## src/rtl/bp_be_defines.sv

```systemverilog
// Entry-struct declaration macros for the stride detector's reference-prediction table.
`ifndef BP_BE_DEFINES_SVH
`define BP_BE_DEFINES_SVH

`define BP_BE_RPT_ENTRY_WIDTH(vaddr_w, tag_w, stride_w) \
   (1 + (tag_w) + (vaddr_w) + (stride_w) + $bits(bp_be_pkg::bp_be_rpt_state_e))

`define BP_BE_RPT_ENTRY_DECLARE(vaddr_w, tag_w, stride_w) \
   typedef struct packed { \
      logic                          v; \
      logic [(tag_w)-1:0]            tag; \
      logic [(vaddr_w)-1:0]          last_addr; \
      logic [(stride_w)-1:0]         stride; \
      bp_be_pkg::bp_be_rpt_state_e   state; \
   } bp_be_rpt_entry_s

`endif

```

## src/rtl/bp_be_pkg.sv

```systemverilog
// Shared types for the back-end stride prefetch detector.
package bp_be_pkg;

   typedef enum logic [7:0] {
      e_bp_default_cfg = 8'd0
   } bp_params_e;

   typedef enum logic [1:0] {
      e_rpt_init      = 2'd0,
      e_rpt_transient = 2'd1,
      e_rpt_steady    = 2'd2,
      e_rpt_nopred    = 2'd3
   } bp_be_rpt_state_e;

   // Virtual address width implied by a configuration.
   function automatic int unsigned bp_vaddr_width(input bp_params_e cfg);
      case (cfg)
         e_bp_default_cfg: return 39;
         default:          return 39;
      endcase
   endfunction

endpackage

```

## src/rtl/bp_be_rpt_update.sv

```systemverilog
// Next-entry and prefetch-trigger computation for one RPT lookup.
`ifndef BP_BE_DEFINES_SVH
`include "bp_be_defines.sv"
`endif

module bp_be_rpt_update
   import bp_be_pkg::*;
 #(parameter int unsigned vaddr_width_p  = 39
   , parameter int unsigned tag_width_p  = 10
   , parameter int unsigned stride_width_p = 8
   , localparam int unsigned entry_width_lp =
        `BP_BE_RPT_ENTRY_WIDTH(vaddr_width_p, tag_width_p, stride_width_p))
  (input  logic                      v
   , input  logic [entry_width_lp-1:0] entry
   , input  logic [tag_width_p-1:0]    tag
   , input  logic [vaddr_width_p-1:0]  eff_addr
   , output logic [entry_width_lp-1:0] next_entry_c
   , output logic                      trigger_c
   );

   `BP_BE_RPT_ENTRY_DECLARE(vaddr_width_p, tag_width_p, stride_width_p);

   localparam logic [vaddr_width_p-1:0] stride_max_lp =
      vaddr_width_p'({stride_width_p{1'b1}});

   bp_be_rpt_entry_s          cur, nxt;
   logic                      hit, match;
   logic [vaddr_width_p-1:0]  delta, stride_ext;
   logic [stride_width_p-1:0] delta_trunc;

   assign cur          = bp_be_rpt_entry_s'(entry);
   assign next_entry_c = nxt;

   always_comb begin
      nxt         = cur;
      trigger_c   = 1'b0;
      hit         = v & cur.v & (cur.tag == tag);
      delta       = eff_addr - cur.last_addr;
      delta_trunc = delta[stride_width_p-1:0];
      stride_ext  = vaddr_width_p'(cur.stride);
      // Zero and wrapped (negative) deltas can never equal a nonzero zero-extended stride.
      match       = (delta == stride_ext) && (delta != '0) && (delta <= stride_max_lp);

      if (!hit) begin
         nxt.v         = 1'b1;
         nxt.tag       = tag;
         nxt.last_addr = eff_addr;
         nxt.stride    = '0;
         nxt.state     = e_rpt_init;
      end else begin
         nxt.last_addr = eff_addr;
         case (cur.state)
            e_rpt_init: begin
               if (match) nxt.state = e_rpt_steady;
               else begin
                  nxt.state  = e_rpt_transient;
                  nxt.stride = delta_trunc;
               end
            end
            e_rpt_transient: begin
               if (match) nxt.state = e_rpt_steady;
               else begin
                  nxt.state  = e_rpt_nopred;
                  nxt.stride = delta_trunc;
               end
            end
            e_rpt_steady: begin
               if (match) nxt.state = e_rpt_steady;
               else       nxt.state = e_rpt_init;
            end
            default: begin
               if (match) nxt.state = e_rpt_transient;
               else begin
                  nxt.state  = e_rpt_nopred;
                  nxt.stride = delta_trunc;
               end
            end
         endcase
      end

      trigger_c = hit & match & (nxt.state == e_rpt_steady);
   end

endmodule

```

## src/rtl/bp_be_stride_detector.sv

```systemverilog
// Reference-prediction-table stride detector issuing prefetch requests over valid/ready.
`ifndef BP_BE_DEFINES_SVH
`include "bp_be_defines.sv"
`endif

module bp_be_stride_detector
   import bp_be_pkg::*;
 #(parameter bp_params_e bp_params_p      = e_bp_default_cfg
   , parameter int unsigned rpt_entries_p   = 16
   , parameter int unsigned tag_width_p     = 10
   , parameter int unsigned stride_width_p  = 8
   , parameter int unsigned loop_range_p    = 8
   , parameter int unsigned prefetch_degree_p = 4
   , localparam int unsigned vaddr_width_p  = bp_vaddr_width(bp_params_p))
  (input  logic                      clk_i
   , input  logic                      reset_i
   , input  logic                      flush_i
   , input  logic                      v_i
   , input  logic [vaddr_width_p-1:0]  pc_i
   , input  logic [vaddr_width_p-1:0]  eff_addr_i
   , output logic                      v_o
   , input  logic                      ready_and_i
   , output logic [vaddr_width_p-1:0]  pc_o
   , output logic [vaddr_width_p-1:0]  eff_addr_o
   , output logic [stride_width_p-1:0] stride_o
   , output logic [loop_range_p-1:0]   loop_counter_o
   );

   localparam int unsigned idx_width_lp   = $clog2(rpt_entries_p);
   localparam int unsigned entry_width_lp =
      `BP_BE_RPT_ENTRY_WIDTH(vaddr_width_p, tag_width_p, stride_width_p);

   `BP_BE_RPT_ENTRY_DECLARE(vaddr_width_p, tag_width_p, stride_width_p);

   logic [idx_width_lp-1:0]   idx;
   logic [tag_width_p-1:0]    tag;
   logic [rpt_entries_p-1:0]  valid_q;
   bp_be_rpt_entry_s          payload_q [rpt_entries_p];
   bp_be_rpt_entry_s          rd_entry, wr_entry;
   logic [entry_width_lp-1:0] next_entry;
   logic                      trigger, load;

   assign idx = pc_i[2 +: idx_width_lp];
   assign tag = pc_i[2 + idx_width_lp +: tag_width_p];

   // Valid bits live apart from the payload so only they need reset/flush.
   always_comb begin
      rd_entry   = payload_q[idx];
      rd_entry.v = valid_q[idx];
   end

   bp_be_rpt_update
    #(.vaddr_width_p(vaddr_width_p)
      ,.tag_width_p(tag_width_p)
      ,.stride_width_p(stride_width_p))
    update
     (.v(v_i)
      ,.entry(rd_entry)
      ,.tag(tag)
      ,.eff_addr(eff_addr_i)
      ,.next_entry_c(next_entry)
      ,.trigger_c(trigger)
      );

   assign wr_entry = bp_be_rpt_entry_s'(next_entry);

   always_ff @(posedge clk_i) begin
      if (reset_i)      valid_q <= '0;
      else if (flush_i) valid_q <= '0;
      else if (v_i)     valid_q[idx] <= 1'b1;
   end

   always_ff @(posedge clk_i) begin
      if (v_i) payload_q[idx] <= wr_entry;
   end

   // Output register accepts a trigger when empty or draining this cycle; otherwise it is dropped.
   assign load = trigger & (~v_o | ready_and_i);

   always_ff @(posedge clk_i) begin
      if (reset_i) begin
         v_o            <= 1'b0;
         pc_o           <= '0;
         eff_addr_o     <= '0;
         stride_o       <= '0;
         loop_counter_o <= '0;
      end else if (load) begin
         v_o            <= 1'b1;
         pc_o           <= pc_i;
         eff_addr_o     <= eff_addr_i;
         stride_o       <= rd_entry.stride;
         loop_counter_o <= loop_range_p'(prefetch_degree_p);
      end else if (ready_and_i) begin
         v_o            <= 1'b0;
      end
   end

endmodule

```

## config.mk

```make
export PLATFORM = sky130hd
export DESIGN_NAME = bp_be_stride_detector
export DESIGN_NICKNAME = d
export VERILOG_FILES = /design/src/rtl/bp_be_pkg.sv /design/src/rtl/bp_be_rpt_update.sv /design/src/rtl/bp_be_stride_detector.sv
export VERILOG_INCLUDE_DIRS = /design/src /design/src/rtl
export SDC_FILE = /design/constraint.sdc
export NUM_CORES = 1
export LEC_CHECK = 0
export BUFFER_PORTS_ARGS = -buffer_cell sky130_fd_sc_hd__buf_2
export CORE_ASPECT_RATIO = 0.6
export CORE_MARGIN = 1.5
export CORE_UTILIZATION = 40
export CTS_CLUSTER_DIAMETER = 120
export DETAILED_ROUTE_END_ITERATION = 16
export PLACE_DENSITY_LB_ADDON = 0.3
export SLEW_MARGIN = 0
export SYNTH_ARGS = -nofsm -noshare
export SYNTH_HDL_FRONTEND = slang
export SYNTH_SLANG_ARGS = --single-unit
```

## constraint.sdc

```tcl
create_clock -name clk_i -period 9.7 [get_ports clk_i]
set_input_delay 0.485 -clock clk_i [delete_from_list [all_inputs] [get_ports clk_i]]
set_output_delay 0.485 -clock clk_i [all_outputs]
set_load 0.03 [all_outputs]
```

; ---- Word level (Yosys, flattened, before mapping)
; Memories as Yosys holds them, arrays and structs flattened.
; Cells that the tools add are included.
[word_totals]
elab_cells = 48
ram_bits = 960
n_memories = 1
out_inout_bits = 95
regBits = 104
[op_classes]
n_lt_le_gt_ge = 3
n_bitwise = 8
muxes = 17
n_reduce_logical = 7
n_eq_ne = 5
addsub = 1
[memory_table]
columns = name, words, word_bits, read_ports, rd_ports_with_merged_regs, wr, line_no
row1 = payload_q, 16, 60, 1, 0, 1, bp_be_stride_detector.sv:38  ; bp_be_rpt_entry_s payload_q [rpt_entries_p];
[ops]
columns = cell, n
row1 = 39-bit by 8-bit equality test with 1-bit output, 1
row2 = "39-bit by 8-bit <= comparator with 1-bit output, second input constant", 1
row3 = 39-bit nonzero test, 1
row4 = 39-bit subtractor, 1
row5 = 8-bit 2-to-1 mux, 2
row6 = 16-bit bitwise OR, 1
row7 = 11-bit 2-to-1 mux, 1
row8 = 10-bit equality test, 1
row9 = 10-bit 2-to-1 mux, 1
row10 = 1-bit 2-to-1 mux, 7
row11 = 2-bit 2-to-1 mux, 3
row12 = 2-bit case mux with 3 select lines, 1
row13 = 1-bit bitwise AND, 5
row14 = "4-bit by 5-bit < comparator with 1-bit output, second input constant", 1
row15 = 1-bit binary-select mux with 4-bit select, 1
row16 = 1-bit demux with 4-bit select, 1
row17 = "2-bit equality test, second input constant", 2
row18 = "4-bit by 1-bit >= comparator with 1-bit output, second input constant", 1
row19 = 1-bit logical AND, 3
row20 = "2-bit by 1-bit equality test with 1-bit output, second input constant", 1
row21 = 2-bit logical NOT, 1
row22 = 2-bit nonzero test, 1
row23 = 2-bit OR reduction, 1
row24 = 1-bit inverter, 1
row25 = 1-bit bitwise OR, 1

; ---- Longest topological paths before layout
; Gate-level depths: netlist of run 1.
; An unclocked memory read counts as a cell.
[depth]
ltp_word = 12
ltp_mapped = 26
ltp_nobuf = 16

; ---- Modules after synthesis
; From an unflattened synthesis of run 1, not the netlist that was laid out.
[unflattened]
hier_cells = 2353
hier_area_um2 = 43260.2
[by_module_without_submodules]
columns = mod, instances, cells_each, area_each_um2, seq_area_each_um2
row1 = bp_be_stride_detector, 1, 1796, 39514.1, 30429.2
row2 = bp_be_rpt_update, 1, 557, 3746.1, 0.0

; ---- Worst setup path after synthesis of run 1
; No wires, ideal clock.
[synth_path]
path_kind = in2reg
start = input pc_i[3]
end = memory payload_q[3][0] in the netlist's numbering, enable pin
t_arrival_ps = 6600
path_buffers = 7
path_slack_ps = 2550
stages = 9
setup_ps = 551
required_ps = 9149
cell_sequence = buf_2 buf_4 buf_6 clkbuf_1 clkbuf_1 buf_1 clkbuf_1 nand3_1 nor3_1
[synth_rtl]
columns = item, line_no
row1 = "start, declared", bp_be_stride_detector.sv:19  ; , input logic [vaddr_width_p-1:0] pc_i
row2 = "end, declared", bp_be_stride_detector.sv:38
; Straight into the memory's write port.

; ---- Worst setup path after layout of run 1
[layout_path]
start = input pc_i[2]
end = memory payload_q[9][8] in the netlist's numbering (data pin)
[layout_via]
elab_chain_len = 8
word_cells_on_any_way = 16
cone_classes = 1 x add/sub / 1 x order compare / 3 x eq/ne / 5 x mux / 2 x bitwise / 3 x reduce/logical / 1 x memory
[layout_lines]
columns = item, line_no
row1 = "parallel branches: the longest is 7 deep, another holds memory 16 x 60 bit", n/a
row2 = 10-bit 2-to-1 mux *, bp_be_rpt_update.sv:44  ; if (!hit) begin
row3 = via next_entry[8], bp_be_stride_detector.sv:40  ; logic [entry_width_lp-1:0] next_entry;
; Mark *: on every way through the listed nets, which the timed path passes. The select of a mux whose other input is x is not followed.

==> run metrics, run 1 <==
run status finished clean; crit path kind input pin to register; Post-Syn Area 42530 sq um; number of levels the H-tree was split into 3; number of max-capacitance violations reported 0; number of hold violations in the final report 0; flops & latches, synth 1048; post-detailed-route via-to-cell ratio 5.701; drt first-iter violations 2591; transition at the pin with the smallest max-transition slack 1.182 ns; Netlist cell types 71; fill count 8888; post-DP HPWL 61.75 mm; accumulated negative setup slack 0 ns; initial antenna violation count 2; vias in the first global route 22750; Die X 424.0 um; TritonCTS buffer count 96; worst ir drop on vdd 0.1523 mV; total detailed-routing wirelength 109.0 mm; CTS sink count 1048; Period Utilization, post-route 0.7363; Reg clk slew, reported paths 0.06 ns; post-DR wirelength/cell 27.81 um; Setup-failing EPs final 0; Core Box Area 105200 sq um; largest net degree at the start of global routing 89; gp weighted congestion 0.9218; Clock Path Buffers 3; Die Area 108400 sq um; fraction of the yosys area taken by sequential cells 0.7154; die boundary height 255.6 um; cell taking the most area after synthesis sky130_fd_sc_hd__edfxtp_1; number of nets in the layout 2545; fraction of the core area covered by cells at the end of the flow 0.4603; worst min-delay path class input pin to register; share of flip-flops with an asynchronous set or reset 0; multi-input gate area in the final layout 11400 sq um; data required time of the worst path 10.03 ns; Leak Pwr 15.97 nW; number of enable-type register cells in the synthesized netlist 944; leading cell type in the layout, fill and taps excluded sky130_fd_sc_hd__edfxtp_1; area fraction of the dominant cell type after synthesis 0.6665; largest fanout on the critical path 60; count of pins on the block boundary 178; initial core utilization 0.4043; RSZ-0062 raised after global routing false; root buf cell sky130_fd_sc_hd__clkbuf_16; count of mapped cells out of synthesis 2210; remaining routing DRC violations 0; Syn Area/Cell 19.25 sq um; first-pass GRT wire length 157.9 mm; signal arrival time at the worst endpoint 7.47 ns; router iterations before antenna repair 7; Global Route Usage Sum 0.2006; remaining antenna violation count after routing 0; combined flip-flop and latch cell area 30430 sq um; TritonCTS clock tree yes; GRT overflow 0; P per Cell Area 199.6 nW/um^2; worst setup slack before clock tree synthesis 1.714 ns; final setup skew 0.02458 ns; launching element type of the critical path input pin; Yosys Warn Count 0; count of input and output buffers 170; number of instances resized during post-cts repair 0; dominant cells by area after synthesis sky130_fd_sc_hd__edfxtp_1 67%, sky130_fd_sc_hd__mux4_2 15%, sky130_fd_sc_hd__dfxtp_1 4.9%; peak clock frequency supported by timing 140.0 MHz; Max Slew Vio Count 0; Critical Path End Type register; row cnt 92; final worst path period need 7.142 ns; fraction of final layout cells sized beyond drive strength 1 0.2733; Main synth FF type sky130_fd_sc_hd__edfxtp_1; later-pin clock latency in the skew report 0.70 ns; top library cells by usage in the layout, fill and taps aside 944 x sky130_fd_sc_hd__edfxtp_1, 290 x sky130_fd_sc_hd__mux4_2, 165 x sky130_fd_sc_hd__buf_2; via total after detailed routing 22340; area growth from synthesis to layout 13.85%; Worst Slack Setup Final 2.558 ns; relative max-transition margin 0.2092
==> timing repair <==
item                                   CTS  global route
setup buffers                            0             0
endpoints found under the hold margin   20             0
hold buffers                            20             0
==> per-layer routing <==
| layer | track usage | share of wire | up-vias | routed length, um |
|---|---|---|---|---|
| met3 | 0.04551 | 0.078 | 128 | 8449 |
| met2 | 0.3041 | 0.46 | 870 | 49830 |
| met1 | 0.2980 | 0.45 | 11920 | 48860 |
| met5 | 0 | 0.00010 | - | 11 |
| li1 | - | - | 9418 | - |
| met4 | 0.03973 | 0.017 | 2 | 1814 |
==> worst paths after layout <==
path                                         from         endpoint  slack, ns  cells after the start
worst max-delay path                      pc_i[2]  payload_q[9][8]       2.56                     17
worst min-delay path                     pc_i[34]         pc_o[34]       0.04                      3
worst max register to register  payload_q[15][10]  payload_q[9][8]       2.92                     16
worst min register to register         valid_q[2]       valid_q[2]       0.47                      1
==> critical path: stages <==
cell and delay, ns:
sky130_fd_sc_hd__buf_8 0.48, sky130_fd_sc_hd__buf_4 0.67, sky130_fd_sc_hd__mux4_2 0.61, sky130_fd_sc_hd__mux4_2 0.48
sky130_fd_sc_hd__inv_1 0.08, sky130_fd_sc_hd__ha_1 0.27, sky130_fd_sc_hd__nand4_1 0.22, sky130_fd_sc_hd__or3_1 0.46
sky130_fd_sc_hd__a21o_1 0.21, sky130_fd_sc_hd__a311oi_1 0.67, sky130_fd_sc_hd__a21oi_1 0.22, sky130_fd_sc_hd__o21ai_0 0.27
sky130_fd_sc_hd__xor2_1 0.10, sky130_fd_sc_hd__a2111o_1 0.41, sky130_fd_sc_hd__o31ai_4 0.65, sky130_fd_sc_hd__mux2i_1 0.17
sky130_fd_sc_hd__nor2_1 0.82
==> sequential cells by signal, indices dropped and copies added (netlist names) <==
signal          count
payload_q         944
valid_q            16
v_o                 1
stride_o            8
loop_counter_o      1
pc_o               39
eff_addr_o         39
==> final cells by class <==
class,count,share of cell area
clock buffer,128,0.05483
timing repair buffer,238,0.03075
tap,1410,0.03643
antenna,2,0.0001034
multi-input combinational,990,0.2354
sequential,1048,0.6284
inverter,49,0.003798
clock inverter,53,0.01026
==> cells by family after synthesis <==
| kind of cell | after synthesis | synth area share |
|---|---|---|
| adder cells (fa/ha/maj) | 39 | 0.01165 |
| other | 1 | 0.00008817 |
| multiplexers | 404 | 0.1804 |
| flip-flops | 1048 | 0.7154 |
| XOR/XNOR | 31 | 0.006383 |
| AO/OA/AOI/OAI | 199 | 0.03274 |
| buffers and inverters | 178 | 0.01986 |
| AND/OR/NAND/NOR | 310 | 0.03342 |
==> cell usage after synthesis (all sizes together), types with 4 or more instances <==
master   instances
and2             4
xnor2            9
nor4            11
a21o            15
a311oi           5
a2111oi          6
nor3            22
nand4           14
nand2           59
o211ai           4
edfxtp         944
clkbuf          68
mux2i          112
nand2b           6
a21boi           6
nand3b           5
o2111ai          9
nor2b            5
ha              38
a211oi           5
and3            11
dfxtp          104
nor2           145
a31oi            5
nand3           15
nor3b            4
buf             61
mux4           290
a22oi           12
o21bai           5
xor2            22
a21oi           51
o21a            22
o21ai           29
inv             49
or3              4
a211o            4
==> through the flow <==
| step | instance area [sq um] | total power [mW] | hold slack [ns] | instances |
|---|---|---|---|---|
| final | 48420 | 9.664 | 0.04451 | 3918 |
| after global routing | 48420 | 9.977 | 0.02856 | 3916 |
| after CTS | 48420 | 9.738 | 0.0001251 | 3916 |
| after detailed placement | 45070 | 5.934 | 0.4498 | 3715 |
| after global placement | 45070 | 5.927 | 0.4403 | 3715 |
| after floorplan | 42560 | 5.639 | 0.4354 | 2216 |
==> power by group <==
part	internal, mW	total [mW]	switching (mW)
sequential	4.98	5.00	0.0157
combinational	0.316	0.856	0.540
clock	2.12	3.81	1.69
total	7.42	9.66	2.24
Power figures use the tool's default switching activity.
==> run 2: changes to the inputs <==
ABC_AREA = 1   (was not set)
clock period = 7.4 ns   (was 9.7 ns; I/O delays follow)
==> run 2 against run 1 <==
Compared with the run above: sequential share of layout area down 1.1 points; first-iteration DRC count is 41% higher; final area up 1.7%; largest power group unchanged.
==> run metrics, run 2 <==
Post-Route Hold Slack 0.05565 ns; root buf cell sky130_fd_sc_hd__clkbuf_16; accumulated negative setup slack 0 ns; cells on worst reg2reg path 18; Crit path max-delay family simple AND/OR/NAND/NOR gates; leading cell type in the layout, fill and taps excluded sky130_fd_sc_hd__nand2_1; endpoint of the worst register-to-register path payload_q[7][3]; vias in the first global route 27970; number of levels the H-tree was split into 3; share of flip-flops with an asynchronous set or reset 0; number of nets in the layout 4038; sum of buffers and inverters on the critical path 7; slack of the worst reg-to-reg path 1.86 ns; row cnt 93; TritonCTS buffer count 98; router iterations before antenna repair 6; area growth from synthesis to layout 14.17%; gp weighted congestion 0.9976; Global Route Usage Sum 0.2267; fill count 9595; dominant cells by area after synthesis sky130_fd_sc_hd__edfxtp_1 66%, sky130_fd_sc_hd__nand2_1 8.9%, sky130_fd_sc_hd__a22oi_1 6.6%; Netlist cell types 38; largest net degree at the start of global routing 114; run status finished clean; count leader, synth sky130_fd_sc_hd__nand2_1; top library cells by usage in the layout, fill and taps aside 1023 x sky130_fd_sc_hd__nand2_1, 944 x sky130_fd_sc_hd__edfxtp_1, 380 x sky130_fd_sc_hd__a22oi_1; most used standard cells in the synthesized netlist 1025 x sky130_fd_sc_hd__nand2_1, 944 x sky130_fd_sc_hd__edfxtp_1, 392 x sky130_fd_sc_hd__nor2_1, 380 x sky130_fd_sc_hd__a22oi_1, 238 x sky130_fd_sc_hd__inv_1; RSZ-0062 raised after global routing false; Setup-failing EPs final 0; CTS sink count 1048; final setup skew 0.05003 ns; highest-delay cell along the critical path sky130_fd_sc_hd__nor2_1; CP Depth 29; GRT overflow 0; count of mapped cells out of synthesis 3721; fraction of the yosys area taken by sequential cells 0.7053; Leak Pwr 18.66 nW; initial antenna violation count 4; die boundary height 257.4 um; crit path kind input pin to register; crit path capture payload_q[7][3]; Most Frequent Cell on Critical Path sky130_fd_sc_hd__nand2_1; leading registers by flop count payload_q x944, eff_addr_o x39, pc_o x39; Period Utilization, post-route 0.8212; final worst path period need 6.077 ns; flip-flop count of the largest register after layout 944; Main synth FF type sky130_fd_sc_hd__edfxtp_1; signal arrival time at the worst endpoint 6.40 ns; Crit Reg-Reg Startpoint payload_q[3][29]; Clock Path Buffers 3; relative max-transition margin 0.2023; worst min-delay path class input pin to register; via total after detailed routing 29440; later-pin clock latency in the skew report 0.73 ns; Crit. Startpoint pc_i[4]; Post-Syn Area 43150 sq um; largest register by flop count payload_q; fraction of final layout cells sized beyond drive strength 1 0.1040; Syn Area/Cell 11.60 sq um; post-detailed-route via-to-cell ratio 5.428; launching element type of the critical path input pin; peak clock frequency supported by timing 164.6 MHz; count of pins on the block boundary 178; P per Cell Area 259.6 nW/um^2; remaining routing DRC violations 0; Max Slew Vio Count 0; Die X 427 um; count of input and output buffers 170; number of max-capacitance violations reported 0; remaining antenna violation count after routing 0; transition at the pin with the smallest max-transition slack 1.197 ns; Die Area 109900 sq um; number of hold violations in the final report 0; cell taking the most area after synthesis sky130_fd_sc_hd__edfxtp_1; Critical Path End Type register; data required time of the worst path 7.73 ns; stage delay of the slowest cell on the critical path 0.89 ns; diodes inserted 0; flops & latches, synth 1048; TritonCTS clock tree yes; Yosys Warn Count 0; area fraction of the dominant cell type after synthesis 0.6570; Core Box Area 107200 sq um; post-DP HPWL 72.25 mm; number of enable-type register cells in the synthesized netlist 944; largest fanout on the critical path 21; first-pass GRT wire length 186.5 mm; Reg clk slew, reported paths 0.06 ns; initial core utilization 0.4026; worst ir drop on vdd 0.1703 mV; total detailed-routing wirelength 124.9 mm; drt first-iter violations 3655; post-DR wirelength/cell 23.04 um
-- run 2: changes by cell type in the layout (fill, tap and decap cells not counted), sizes merged, moves of 13 or more --
cell | previous run | this run
nor2 | 145 | 395
nand4 | 14 | 34
nor4 | 11 | 37
xor2 | 22 | 7
a21o | 15 | 2
mux2i | 112 | 0
nand3 | 15 | 66
buf | 218 | 241
o21a | 22 | 1
a21oi | 51 | 198
mux4 | 290 | 0
inv | 54 | 248
a22oi | 12 | 380
nand2 | 59 | 1025
-- run 2: kinds of logic (layout without fill, tap and decap cells) --
kind of cell,Yosys count,after routing,synth area share
adder cells (fa/ha/maj),39,39,0.01148
XOR/XNOR,8,8,0.001624
AO/OA/AOI/OAI,611,611,0.09375
other,1,7,0.00008691
buffers and inverters,428,700,0.04141
AND/OR/NAND/NOR,1586,1586,0.1464
flip-flops,1048,1048,0.7053
-- run 2: timing repair --
action	in CTS	in global routing
hold buffers	30	0
hold endpoints to repair	46	0
resized for setup	0	0
setup endpoints to repair	0	0
setup buffers	0	0
-- run 2: layout make-up --
type                            count  area (sq um)  area share
Multi-Input combinational cell   2251         11090      0.2252
Inverter                          246         933.4     0.01895
Clock inverter                     57         528.0     0.01072
Tap cell                         1425          1783     0.03620
Timing Repair Buffer              271          1872     0.03800
Clock buffer                      126          2623     0.05324
Sequential cell                  1048         30430      0.6177
-- run 2: routing by layer --
metal | up-vias | GRT usage | wire (um)
li1 | 13510 | - | -
met1 | 14390 | 0.3537 | 58440
met2 | 1383 | 0.3286 | 52990
met3 | 157 | 0.04013 | 11290
met4 | 6 | 0.04639 | 2184
met5 | - | 0 | 34
-- run 2: power by group --
group	internal, mW	switching, mW
Clock	2.76	2.26
Combinational	0.334	0.876
Sequential	6.53	0.0230
Total	9.63	3.16
-- run 2: stage by stage --
stage / cells / power (mW) / instance area (sq um) / worst slack [ns] / util
6_report: 5424 / 12.79 / 49260 / 1.323 / 0.4596
5_1_grt: 5424 / 13.20 / 49260 / 0.8625 / 0.4596
4_1_cts: 5424 / 12.85 / 49260 / 1.478 / 0.4596
3_5_place_dp: 5211 / 7.847 / 45810 / 0.9525 / 0.4274
3_3_place_gp: 5211 / 7.849 / 45810 / 1.096 / 0.4274
2_1_floorplan: 3727 / 7.384 / 43170 / 2.504 / -
-- run 2: worst min-delay path by stage --
stage | from | endpoint | slack, ns | depth (start not counted)
2_1_floorplan | reset_i | loop_counter_o[2] | 0.44 | 1
3_3_place_gp | loop_counter_o[2] | loop_counter_o[2] | 0.43 | 2
3_5_place_dp | loop_counter_o[2] | loop_counter_o[2] | 0.44 | 2
4_1_cts | eff_addr_i[0] | payload_q[13][10] | 0.007 | 1
5_1_grt | eff_addr_i[0] | payload_q[13][10] | 0.04 | 1
6_report | eff_addr_i[26] | payload_q[3][36] | 0.06 | 1
